===== src/rtl/uart_rx_fifo_if.sv =====
// CPU-side read port of uart_rx_fifo: read strobe, head byte and status flags.
interface uart_rx_fifo_if;
  logic       rd;
  logic [7:0] dout;
  logic       rdy;
  logic       ferr;
  logic       ovr;

  modport master (output rd, input dout, rdy, ferr, ovr);
  modport slave  (input rd, output dout, rdy, ferr, ovr);
endinterface


===== src/rtl/uart_rx_fifo.sv =====
// 8N1 serial receiver with 16x oversampling and a FWFT receive buffer.
// `UART_RX_FIFO_EN selects a DEPTH-entry FIFO; otherwise a single holding register.
module uart_rx_fifo #(
  parameter int unsigned CLK_HZ = 50000000,
  parameter int unsigned BAUD   = 9600,
  parameter int unsigned DEPTH  = 4
) (
  input  logic             clk_50m,
  input  logic             rst,
  input  logic             rx,
  uart_rx_fifo_if.slave    bus
);

  localparam int unsigned DIV = (CLK_HZ + BAUD * 8) / (BAUD * 16);
  localparam int unsigned DW  = (DIV > 1) ? $clog2(DIV) : 1;

  if (DEPTH < 2 || (DEPTH & (DEPTH - 1)) != 0) begin : g_depth_chk
    $error("uart_rx_fifo: DEPTH must be a power of two, at least 2");
  end

  logic [DW-1:0] dc;
  logic          tick;

  assign tick = (dc == DW'(DIV - 1));

  always_ff @(posedge clk_50m or posedge rst) begin
    if (rst)       dc <= '0;
    else if (tick) dc <= '0;
    else           dc <= dc + 1'b1;
  end

  logic rx_m, rxs;

  always_ff @(posedge clk_50m or posedge rst) begin
    if (rst) begin
      rx_m <= 1'b1;
      rxs  <= 1'b1;
    end else begin
      rx_m <= rx;
      rxs  <= rx_m;
    end
  end

  typedef enum logic [1:0] {IDLE, START, DATA, STOP} state_t;

  state_t     st;
  logic [3:0] tc;
  logic [2:0] bc;
  logic [7:0] sh;
  logic       brk;
  logic       push;
  logic       ferr_q;

  // brk marks a failed stop bit: wait in STOP for the line to return high.
  always_ff @(posedge clk_50m or posedge rst) begin
    if (rst) begin
      st     <= IDLE;
      tc     <= '0;
      bc     <= '0;
      sh     <= '0;
      brk    <= 1'b0;
      push   <= 1'b0;
      ferr_q <= 1'b0;
    end else begin
      push   <= 1'b0;
      ferr_q <= 1'b0;
      case (st)
        IDLE: begin
          if (!rxs) begin
            st <= START;
            tc <= '0;
          end
        end
        START: begin
          if (tick) begin
            if (tc == 4'd7) begin
              tc <= '0;
              bc <= '0;
              st <= rxs ? IDLE : DATA;
            end else begin
              tc <= tc + 4'd1;
            end
          end
        end
        DATA: begin
          if (tick) begin
            tc <= tc + 4'd1;
            if (tc == 4'd15) begin
              sh <= {rxs, sh[7:1]};
              bc <= bc + 3'd1;
              if (bc == 3'd7) st <= STOP;
            end
          end
        end
        STOP: begin
          if (brk) begin
            if (rxs) begin
              brk <= 1'b0;
              st  <= IDLE;
            end
          end else if (tick) begin
            tc <= tc + 4'd1;
            if (tc == 4'd15) begin
              if (rxs) begin
                push <= 1'b1;
                st   <= IDLE;
              end else begin
                ferr_q <= 1'b1;
                brk    <= 1'b1;
              end
            end
          end
        end
        default: st <= IDLE;
      endcase
    end
  end

  assign bus.ferr = ferr_q;

`ifdef UART_RX_FIFO_EN
  localparam int unsigned AW = $clog2(DEPTH);

  logic [AW:0] wp, rp;
  logic [7:0]  mem [DEPTH];
  logic        full, empty, pop, wr;
  logic        ovr_q;

  assign empty = (wp == rp);
  assign full  = (wp[AW] != rp[AW]) && (wp[AW-1:0] == rp[AW-1:0]);
  assign pop   = bus.rd && !empty;
  assign wr    = push && (!full || pop);

  // On a full push+pop the write lands in the slot being vacated by the pop.
  always_ff @(posedge clk_50m or posedge rst) begin
    if (rst) begin
      wp    <= '0;
      rp    <= '0;
      ovr_q <= 1'b0;
      for (int unsigned i = 0; i < DEPTH; i++) mem[i[AW-1:0]] <= '0;
    end else begin
      if (wr) begin
        mem[wp[AW-1:0]] <= sh;
        wp              <= wp + 1'b1;
      end
      if (pop) rp <= rp + 1'b1;
      if (push && full && !pop) ovr_q <= 1'b1;
      else if (bus.rd)          ovr_q <= 1'b0;
    end
  end

  assign bus.dout = mem[rp[AW-1:0]];
  assign bus.rdy  = !empty;
  assign bus.ovr  = ovr_q;
`else
  logic [7:0] hold;
  logic       vld;
  logic       ovr_q;

  always_ff @(posedge clk_50m or posedge rst) begin
    if (rst) begin
      hold  <= '0;
      vld   <= 1'b0;
      ovr_q <= 1'b0;
    end else begin
      if (push) begin
        hold <= sh;
        vld  <= 1'b1;
      end else if (bus.rd) begin
        vld  <= 1'b0;
      end
      if (push && vld && !bus.rd) ovr_q <= 1'b1;
      else if (bus.rd)            ovr_q <= 1'b0;
    end
  end

  assign bus.dout = hold;
  assign bus.rdy  = vld;
  assign bus.ovr  = ovr_q;
`endif

endmodule


===== src/flat_wrapper.sv =====
// flat-port wrapper written by rule: the top's interface ports become plain ports
module uart_rx_fifo_flat 
#(
  parameter int unsigned CLK_HZ = 50000000,
  parameter int unsigned BAUD   = 9600,
  parameter int unsigned DEPTH  = 4
)
  (clk_50m, rst, rx, bus_rd, bus_dout, bus_rdy, bus_ferr, bus_ovr);
  uart_rx_fifo_if bus_i ();
  input  logic clk_50m;
  input  logic rst;
  input  logic rx;
  input wire logic [$bits(bus_i.rd)-1:0] bus_rd;
  output wire logic [$bits(bus_i.dout)-1:0] bus_dout;
  output wire logic [$bits(bus_i.rdy)-1:0] bus_rdy;
  output wire logic [$bits(bus_i.ferr)-1:0] bus_ferr;
  output wire logic [$bits(bus_i.ovr)-1:0] bus_ovr;
  assign bus_i.rd = bus_rd;
  assign bus_dout = bus_i.dout;
  assign bus_rdy = bus_i.rdy;
  assign bus_ferr = bus_i.ferr;
  assign bus_ovr = bus_i.ovr;
  uart_rx_fifo #(.CLK_HZ(CLK_HZ), .BAUD(BAUD), .DEPTH(DEPTH)) u_core (.clk_50m(clk_50m), .rst(rst), .rx(rx), .bus(bus_i));
endmodule

===== config.mk =====
export PLATFORM = sky130hd
export DESIGN_NAME = uart_rx_fifo_flat
export DESIGN_NICKNAME = d
export VERILOG_FILES = /design/src/rtl/uart_rx_fifo_if.sv /design/src/rtl/uart_rx_fifo.sv /design/src/flat_wrapper.sv
export SDC_FILE = /design/constraint.sdc
export NUM_CORES = 1
export LEC_CHECK = 0
export ABC_CLOCK_PERIOD_IN_PS = 3400
export CORE_UTILIZATION = 38
export CTS_BUF_LIST = sky130_fd_sc_hd__clkbuf_8
export CTS_CLUSTER_DIAMETER = 100
export CTS_CLUSTER_SIZE = 8
export DETAILED_ROUTE_END_ITERATION = 8
export GPL_TIMING_DRIVEN = 0
export HOLD_SLACK_MARGIN = 0.02
export PLACE_DENSITY = 0.56
export SETUP_SLACK_MARGIN = 0.05
export SLEW_MARGIN = 20
export SYNTH_ARGS = -nofsm -noshare
export SYNTH_HDL_FRONTEND = slang
export SYNTH_SLANG_ARGS = --single-unit

===== constraint.sdc =====
create_clock -name clk_50m -period 3.4 [get_ports clk_50m]
set_input_delay 0.51 -clock clk_50m [delete_from_list [all_inputs] [get_ports clk_50m]]
set_output_delay 0.51 -clock clk_50m [all_outputs]
set_load 0.02 [all_outputs]

; ---- Word-level counts from Yosys, hierarchy flattened
; Index checks and enable logic that the tools add are counted.
; W data, S select, Z words.
[classes]
n_addsub = 3
n_eq_ne = 16
mux = 38
n_reduce_logical = 11
[op_table]
columns = operator, count
row1 = $mux W2, 11
row2 = $mux W4, 5
row3 = $pmux W4 S4, 1
row4 = $mux W1, 14
row5 = $mux W3, 4
row6 = $ne A2 B1 Y1 const B, 5
row7 = $add A9 B1 Y9 const B, 1
row8 = $eq A9 B9 Y1 const B, 1
row9 = $mux W9, 1
row10 = $pmux W2 S4, 1
row11 = $reduce_and A8 Y1, 1
row12 = $ne A3 B1 Y1 const B, 2
row13 = $pmux W3 S2, 1
row14 = $reduce_and A3 Y1, 2
row15 = $reduce_bool A2 Y1, 3
row16 = $reduce_and A5 Y1, 1
row17 = $add A4 B1 Y4 const B, 1
row18 = $eq A2 B2 Y1 const B, 2
row19 = $eq A4 B3 Y1 const B, 1
row20 = $eq A4 B4 Y1 const B, 1
row21 = $ne A2 B2 Y1 const B, 2
row22 = $add A3 B1 Y3 const B, 1
row23 = $eq A3 B3 Y1 const B, 1
row24 = $eq A2 B1 Y1 const B, 1
row25 = other kinds (3), 4
[word_totals]
register_bits = 41
input_bits = 4
output_inout_bits = 11

; ---- Depth between registers and ports, before layout
; Gate-level depths: netlist of the first run.
[depth]
depth_word = 5
mapped_depth = 8
depth_no_buf = 7

; ---- Worst setup path after synthesis of the first run
; OpenSTA, ideal clock, no wires.
[synth_path]
path_kind = register to register
from = register u_core.st[0]
to = register u_core.tc[3]
t_arrival_ns = 1.912
t_required_ns = 3.313
slack_ns = 1.402
path_stages_with_launch = 9
path_buffers = 1
period_less_slack_ns = 1.998
cell_sequence = dfrtp_1 inv_1 ha_1 buf_2 nor3_1 a31oi_1 a21o_1 or4_1 o211ai_1
[synth_between]
elab_chain_len = 3
word_cells_on_any_way = 9
classes_between = eq/ne: 6 / mux: 1 / reduce/logical: 2
[synth_rtl]
columns = item, line_no
row1 = start: declaration, uart_rx_fifo.sv:46  ; state_t st;
row2 = start signal: assignment, uart_rx_fifo.sv:79  ; st <= rxs ? IDLE : DATA;
row3 = $eq A2 B2 Y1 (tied with other cells), uart_rx_fifo.sv:67  ; case (st)
row4 = $ne A2 B2 Y1 (no source line) or $ne A2 B1 Y1 (tied branches), n/a
row5 = $reduce_and A3 Y1 (no source line), n/a
row6 = end signal: assignment, uart_rx_fifo.sv:81  ; tc <= tc + 4'd1;
row7 = end signal: assignment, uart_rx_fifo.sv:87  ; tc <= tc + 4'd1;
row8 = end signal: assignment, uart_rx_fifo.sv:102  ; tc <= tc + 4'd1;
row9 = end: declaration, uart_rx_fifo.sv:47  ; logic [3:0] tc;
; Parallel ways exist; a longest one is shown, timed or not.
; A chain may end at the register's enable or synchronous reset.

; ---- Worst setup path in the final report of the first run
; Same ends and word-level chain as after synthesis.

==> summary.txt, run 1 <==
Critical path
  – Worst-path maximum fanout: 10
  – FF-to-FF Start: u_core.st[0]$_DFFE_PP0P_
  – Worst EP required: 3.61 ns
  – R2r endpoint: u_core.tc[3]$_DFFE_PP0P_
  – Worst Path Arrival: 2.47 ns
  – Nature of the critical path startpoint: flip-flop
  – Crit Path Class: flip-flop to flip-flop
  – CP Capture Type: flip-flop
  – R2R Setup Slk: 1.14 ns
  – Reg2reg path depth: 8

Logic synthesis
  – Primary FF master, synth: dfrtp_1
  – Sequential cell area fraction in the yosys report: 0.539
  – Synth Cell Area: 1910 um^2
  – Synth Area in XOR/XNOR: 0.0322
  – EDFF count, synth: 0
  – Synth cell types: 36
  – Synth Area in Simple Gates: 0.130
  – Synth Area in Compound Gates: 0.0755
  – Yosys warnings: 0
  – Adder-cell share of the synthesized area: 0.0656
  – Post-synth top area share: 0.512
  – Largest family of logic cells by synthesized area: simple AND/OR/NAND/NOR gates
  – Most area-hungry cell type in the Yosys netlist: dfrtp_1
  – #FFs+latches synth: 41
  – Mux cell area share after synthesis: 0.127
  – Syn_nets: 171
  – Syn Inst Count: 157
  – Ranking of synthesized cells by area: dfrtp_1, mux2_2, ha_1
  – Syn Area/Cell: 12.1 um^2
  – Ys async rst share: 1.00

Timing
  – Pins over their slew limit: 0
  – PnR worst setup slack: 1.14 ns
  – Fin crit period: 2.26 ns
  – Endpoints failing hold: 0
  – Clock Skew: 0.00528 ns
  – Worst Tran Pin Value: 0.537 ns
  – Fmax: 442 MHz
  – Final-report setup violation count: 0
  – RSZ-0062 raised after global routing: false
  – Tcrit/Tclk final: 0.665
  – Final setup TNS: 0 ns
  – Slew margin rel.: 0.642

Run status
  – Status: completed

CTS
  – Clk Tree Root Cell: clkbuf_8
  – Postcts setup bufs: 0
  – Clock buffer depth: 2
  – H-tree depth: 2
  – CTS clk-pin slew, worst paths: 0.07 ns
  – Hold-fix buffers at CTS: 0
  – Clock Sinks: 41
  – Resized cells post-CTS: 0
  – Num CTS Buffers: 5
  – CTS tree: done
  – Skew-Pair Late Insertion Delay: 0.29 ns

Global routing
  – Vias in the first global route: 1,245
  – Pin count of the biggest net entering global routing: 27
  – GRT Residual Overflow: 0
  – First-pass GRT wire length: 5690 um
  – Initial antenna violation count: 0
  – GRT Overall Usage: 0.144

Detailed routing
  – Post-Route WL: 3200 um
  – Via count: 1,213
  – DR DRC count: 0
  – Routed Antenna Nets: 0
  – WL/cell: 13.0 um
  – Iteration-0 DRC Markers: 47
  – Post-DR vias/cell: 4.91
  – TritonRoute pass-1 iters: 4

Die
  – Die width: 72.8 um
  – CORE AREA: 4790 um^2
  – Initial Util: 0.398
  – I/O pin total: 15
  – Die Ht: 72.8 um
  – Die area: 5300 um^2
  – Row count: 25

Pwr
  – Maximum VDD drop: 206 uV
  – Leakage: 1.07 nW
  – Overall power: 0.805 mW
  – Pwr Density: 359 nW/um^2

Placed design
  – Post-DP Area: 2160 um^2
  – HPWL reported at the end of detailed placement: 2310 um
  – PortBufs: 14
  – Routability congestion estimate: 0.794
  – Pre-CTS setup slack: 1.19 ns

Cells and area
  – Fin nets: 193
  – Most frequent cells in the layout: dfrtp_1, mux2_2, clkdlybuf4s50_1
  – Area growth from synthesis to layout: 17.5%
  – Final core utilization: 0.468
  – ANT cells: 0
  – Commonest non-fill, non-tap cell in the layout: dfrtp_1
  – Fin area: 2240 um^2
  – # fillers: 453
  – Layout cells sized above 1: 0.200

Worst hold path
  – Min-Delay Path Depth: 0
  – Hold Path Class: flip-flop to flip-flop
  – WHS Endpoint: u_core.rxs$_DFF_PP1_
  – Hold wc startpoint: u_core.rx_m$_DFF_PP1_

Run
  – Max_cap viols: 0
-- where the power goes --
group / internal (mW) / switching [mW]
sequential: 0.490 / 0.00167
clock: 0.139 / 0.156
combinational: 0.00666 / 0.0112
total: 0.635 / 0.169
-- kinds of logic (layout without fill, tap and decap cells) --
group           count (synthesis)  in the layout
buf+inv                        13             36
flops                          41             41
compound gates                 19             19
mux                            22             22
fa+ha+maj                      10             10
simple gates                   45             45
xor+xnor                        7              7
-- per-layer routing --
| layer | track usage | wire (um) | up-vias |
|---|---|---|---|
| met5 | 0 | 0 | - |
| met4 | 0.0610 | 57 | 0 |
| met3 | 0.0414 | 106 | 5 |
| met2 | 0.241 | 1550 | 21 |
| met1 | 0.173 | 1480 | 599 |
| li1 | - | - | 588 |
-- per-stage QoR --
step	std cells	hold WS, ns
5_1_grt	247	0.371
6_report	247	0.365
4_1_cts	247	0.367
2_1_floorplan	157	0.345
3_3_place_gp	238	0.346
3_5_place_dp	239	0.356
-- critical path, cell delays in order, from the launching register on --
cell,delay [ns]
dfrtp_1,0.38
inv_1,0.13
ha_1,0.21
buf_2,0.17
nor3_1,0.34
a31oi_1,0.08
a21o_1,0.25
or4_1,0.52
o211ai_1,0.10
-- synth_stat cells, types with 2 or more instances --
cell      n
mux2i_1   5
nand2_1   8
mux2_2   16
o21ai_0   3
buf_2     2
nor3_1    3
nor2_1   13
and3_1    4
dfstp_2   2
nand3_1   7
a21oi_1   3
nor2b_1   2
ha_1     10
xor2_1    3
a21o_1    4
xnor2_1   4
inv_1     9
a31oi_1   3
dfrtp_1  39
-- worst max path at each step --
| stage | startpoint | endpoint | slack (ns) |
|---|---|---|---|
| 3_5_place_dp | u_core.st[0]$_DFFE_PP0P_ | u_core.tc[3]$_DFFE_PP0P_ | 1.19 |
| 5_1_grt | u_core.st[0]$_DFFE_PP0P_ | u_core.tc[3]$_DFFE_PP0P_ | 0.95 |
| 2_1_floorplan | u_core.st[0]$_DFFE_PP0P_ | u_core.tc[3]$_DFFE_PP0P_ | 1.40 |
| 6_report | u_core.st[0]$_DFFE_PP0P_ | u_core.tc[3]$_DFFE_PP0P_ | 1.14 |
| 3_3_place_gp | rst | u_core.tc[1]$_DFFE_PP0P_ | 1.14 |
| 4_1_cts | u_core.st[0]$_DFFE_PP0P_ | u_core.tc[3]$_DFFE_PP0P_ | 1.16 |
-- state kept, by name, indices dropped and copies added, names as in the netlist, 3 cells and up, named ones only --
name,flops
u_core.bc,3
u_core.tc,4
u_core.bus.dout,8
u_core.sh,8
u_core.dc,9
-- cell type report --
cell class                 instances  area (um^2)  area share
sequential                        41         1030       0.459
inverter                           9         33.8      0.0151
clock buffer                       5         68.8      0.0307
multi-input combinational        103          820       0.366
tap                               67         83.8      0.0374
timing repair buffer              15          168      0.0748
buffer                             4         25.0      0.0112
clock inverter                     3         13.8     0.00614
No activity file was read; power rests on OpenSTA's default activity.
==> inputs of run 2 (changes only) <==
Settings changed: ABC_CLOCK_PERIOD_IN_PS 3400 to 2050, PLACE_DENSITY 0.56 to 0.58.
Clock period 3.4 ns to 2.05 ns, I/O delays scaled along.
==> run 2 against run 1 <==
- via count is 2.0% higher
- hold slack worse by 0.040 ns
- sequential power is 66% higher
- critical endpoint is now u_core.bc[0]$_DFFE_PP0P_
- sequential share of layout area is 2.4 points lower
- global-route usage is 0.96 points lower
- utilization is 2.7 points higher
- flip-flop and latch count stayed put
- largest power group unchanged
- first-iteration DRC count is 70% lower
- wire length is 0.13% lower
- power is 85% higher
- worst setup slack worse by 0.98 ns
- count of clock-buffer cells in the layout stayed put
==> summary.txt, run 2 (synthesis results as in run 1) <==
Die
  – Die area: 5300 um^2 (unchanged)
  – CORE AREA: 4790 um^2 (unchanged)
  – Initial Util: 0.398 (unchanged)
  – Die width: 72.8 um (unchanged)
  – I/O pin total: 15 (unchanged)
  – Die Ht: 72.8 um (unchanged)
  – Row count: 25 (unchanged)

Cells and area
  – Fin nets: 200 (+3.6%)
  – # fillers: 427 (-5.7%)
  – Area growth from synthesis to layout: 24.2%
  – ANT cells: 0 (unchanged)
  – Most frequent cells in the layout: dfrtp_1, mux2_2, clkdlybuf4s50_1
  – Largest register FFs: 9 (unchanged)
  – Commonest non-fill, non-tap cell in the layout: dfrtp_1
  – Seq. cell area: 1030 um^2 (+0.24%)
  – Largest reg by FF count: u_core.dc
  – Layout cells sized above 1: 0.278 (+0.0781)
  – Area taken by multi-input logic gates: 853 um^2 (+4.1%)
  – Final core utilization: 0.495 (+0.0267)

Placed design
  – Routability congestion estimate: 0.792 (-0.25%)
  – PortBufs: 14 (unchanged)
  – HPWL reported at the end of detailed placement: 2270 um (-1.8%)

Detailed routing
  – Post-DR vias/cell: 4.87 (-0.83%)
  – Post-Route WL: 3200 um (-0.13%)
  – DR DRC count: 0 (unchanged)
  – Iteration-0 DRC Markers: 14 (-70%)
  – Routed Antenna Nets: 0 (unchanged)
  – WL/cell: 12.6 um (-2.9%)
  – TritonRoute pass-1 iters: 4 (unchanged)
  – Via count: 1,237 (+2.0%)

Timing
  – RSZ-0062 raised after global routing: false
  – Tcrit/Tclk final: 0.924 (+0.259)
  – Fmax: 528 MHz (+19%)
  – Slew margin rel.: 0.624 (-0.0179)
  – Clock Skew: 0.00628 ns (+0.000995 ns)
  – Fin crit period: 1.89 ns (-0.368 ns)
  – Worst hold slack: 0.325 ns (-0.0397 ns)
  – Endpoints failing hold: 0 (unchanged)
  – Worst Tran Pin Value: 0.564 ns (+0.0268 ns)
  – Pins over their slew limit: 0 (unchanged)
  – Final-report setup violation count: 0 (unchanged)

Global routing
  – Vias in the first global route: 1,178 (-5.4%)
  – First-pass GRT wire length: 5340 um (-6.1%)
  – Initial antenna violation count: 0 (unchanged)
  – GRT Overall Usage: 0.134 (-0.00963)
  – Pin count of the biggest net entering global routing: 26 (-3.7%)
  – GRT Residual Overflow: 0 (unchanged)

CTS
  – Hold-fix buffers at CTS: 0 (unchanged)
  – Clock buffer depth: 2 (unchanged)
  – Num CTS Buffers: 5 (unchanged)
  – CTS tree: done
  – CTS clk-pin slew, worst paths: 0.08 ns (about the same)
  – Clock Sinks: 41 (unchanged)
  – H-tree depth: 2 (unchanged)
  – Skew-Pair Late Insertion Delay: 0.29 ns (about the same)
  – Clk Tree Root Cell: clkbuf_8

Critical path
  – Crit Path Class: flip-flop to flip-flop
  – R2R Setup Slk: 0.16 ns (-0.98 ns)
  – Worst-path maximum fanout: 10 (unchanged)
  – R2r endpoint: u_core.bc[0]$_DFFE_PP0P_
  – Nature of the critical path startpoint: flip-flop
  – Reg2reg path depth: 7 (-1)
  – Worst Setup SP: u_core.dc[0]$_DFF_PP0_
  – FF-to-FF Start: u_core.dc[0]$_DFF_PP0_
  – Worst EP required: 2.23 ns (-1.38 ns)
  – Worst Path Arrival: 2.07 ns (-0.40 ns)
  – CP Capture Type: flip-flop
  – Critical path capture point: u_core.bc[0]$_DFFE_PP0P_

Worst hold path
  – Hold Path Class: input port to asynchronous set/reset pin

Pwr
  – Maximum VDD drop: 297 uV (+44%)
  – Overall power: 1.49 mW (+85%)
  – Pwr Density: 630 nW/um^2 (+75%)
  – Leakage: 1.10 nW (+3.0%)

Run
  – Max_cap viols: 0 (unchanged)

Run status
  – Status: completed
[run 2: cell count changes in the layout (fill, tap and decap cells not counted), sizes merged]
cell      previous run  this run
clkinv               2         1
clkinvlp             0         1
inv                 10         9
bufinv               0         1
buf                  4        11
[run 2: where the power goes]
| part | internal, mW | total (mW) | leakage (nW) | switching, mW |
|---|---|---|---|---|
| sequential | 0.812 | 0.814 | 0.544 | 0.00263 |
| combinational | 0.0110 | 0.0293 | 0.504 | 0.0183 |
| clock | 0.364 | 0.648 | 0.0543 | 0.283 |
| total | 1.19 | 1.49 | 1.10 | 0.304 |
[run 2: stage by stage]
stage	setup WS [ns]	TNS, ns	std cells	cell area, um^2
finish	0.156	0	254	2370
global route	0.0545	0	254	2370
CTS	0.0844	0	250	2310
detailed placement	-0.207	-0.291	239	2160
global placement	-0.157	-0.428	238	2130
floorplan	0.0516	0	157	1910
[run 2: critical path: stages, from the launching register on]
cell,delay (ns)
dfrtp_1,0.42
ha_1,0.21
and4b_1,0.22
and2_2,0.21
buf_6,0.14
o21ai_1,0.12
or2_4,0.15
mux2_1,0.32
[run 2: worst min path at each step]
stage                                         to  slack [ns]
final                     u_core.dc[3]$_DFF_PP0_        0.33
after CTS                 u_core.dc[6]$_DFF_PP0_        0.34
after global placement      u_core.rxs$_DFF_PP1_        0.35
after global routing      u_core.dc[6]$_DFF_PP0_        0.36
after floorplan            u_core.rx_m$_DFF_PP1_        0.31
after detailed placement    u_core.rxs$_DFF_PP1_        0.35
[run 2: cell type report]
cell class / instances / share of cell area
Clock buffer: 5 / 0.0291
Clock inverter: 3 / 0.0195
Tap cell: 67 / 0.0354
Sequential cell: 41 / 0.435
Timing Repair Buffer: 22 / 0.0930
Multi-Input combinational cell: 103 / 0.360
Buffer: 4 / 0.0132
Inverter: 9 / 0.0143
[run 2: routing by layer]
metal	GRT usage	vias up	routed length [um]
met5	0	-	0
met4	0.0523	0	70
met3	0.0373	9	112
met2	0.218	24	1530
met1	0.170	601	1480
li1	-	603	-
[run 2: timing repair]
item / 4_1_cts / 5_1_grt
gates resized for setup: 5 / 7
endpoints found under the setup margin: 4 / 5
buffers inserted: 3 / 4
pin swaps: 2 / 3
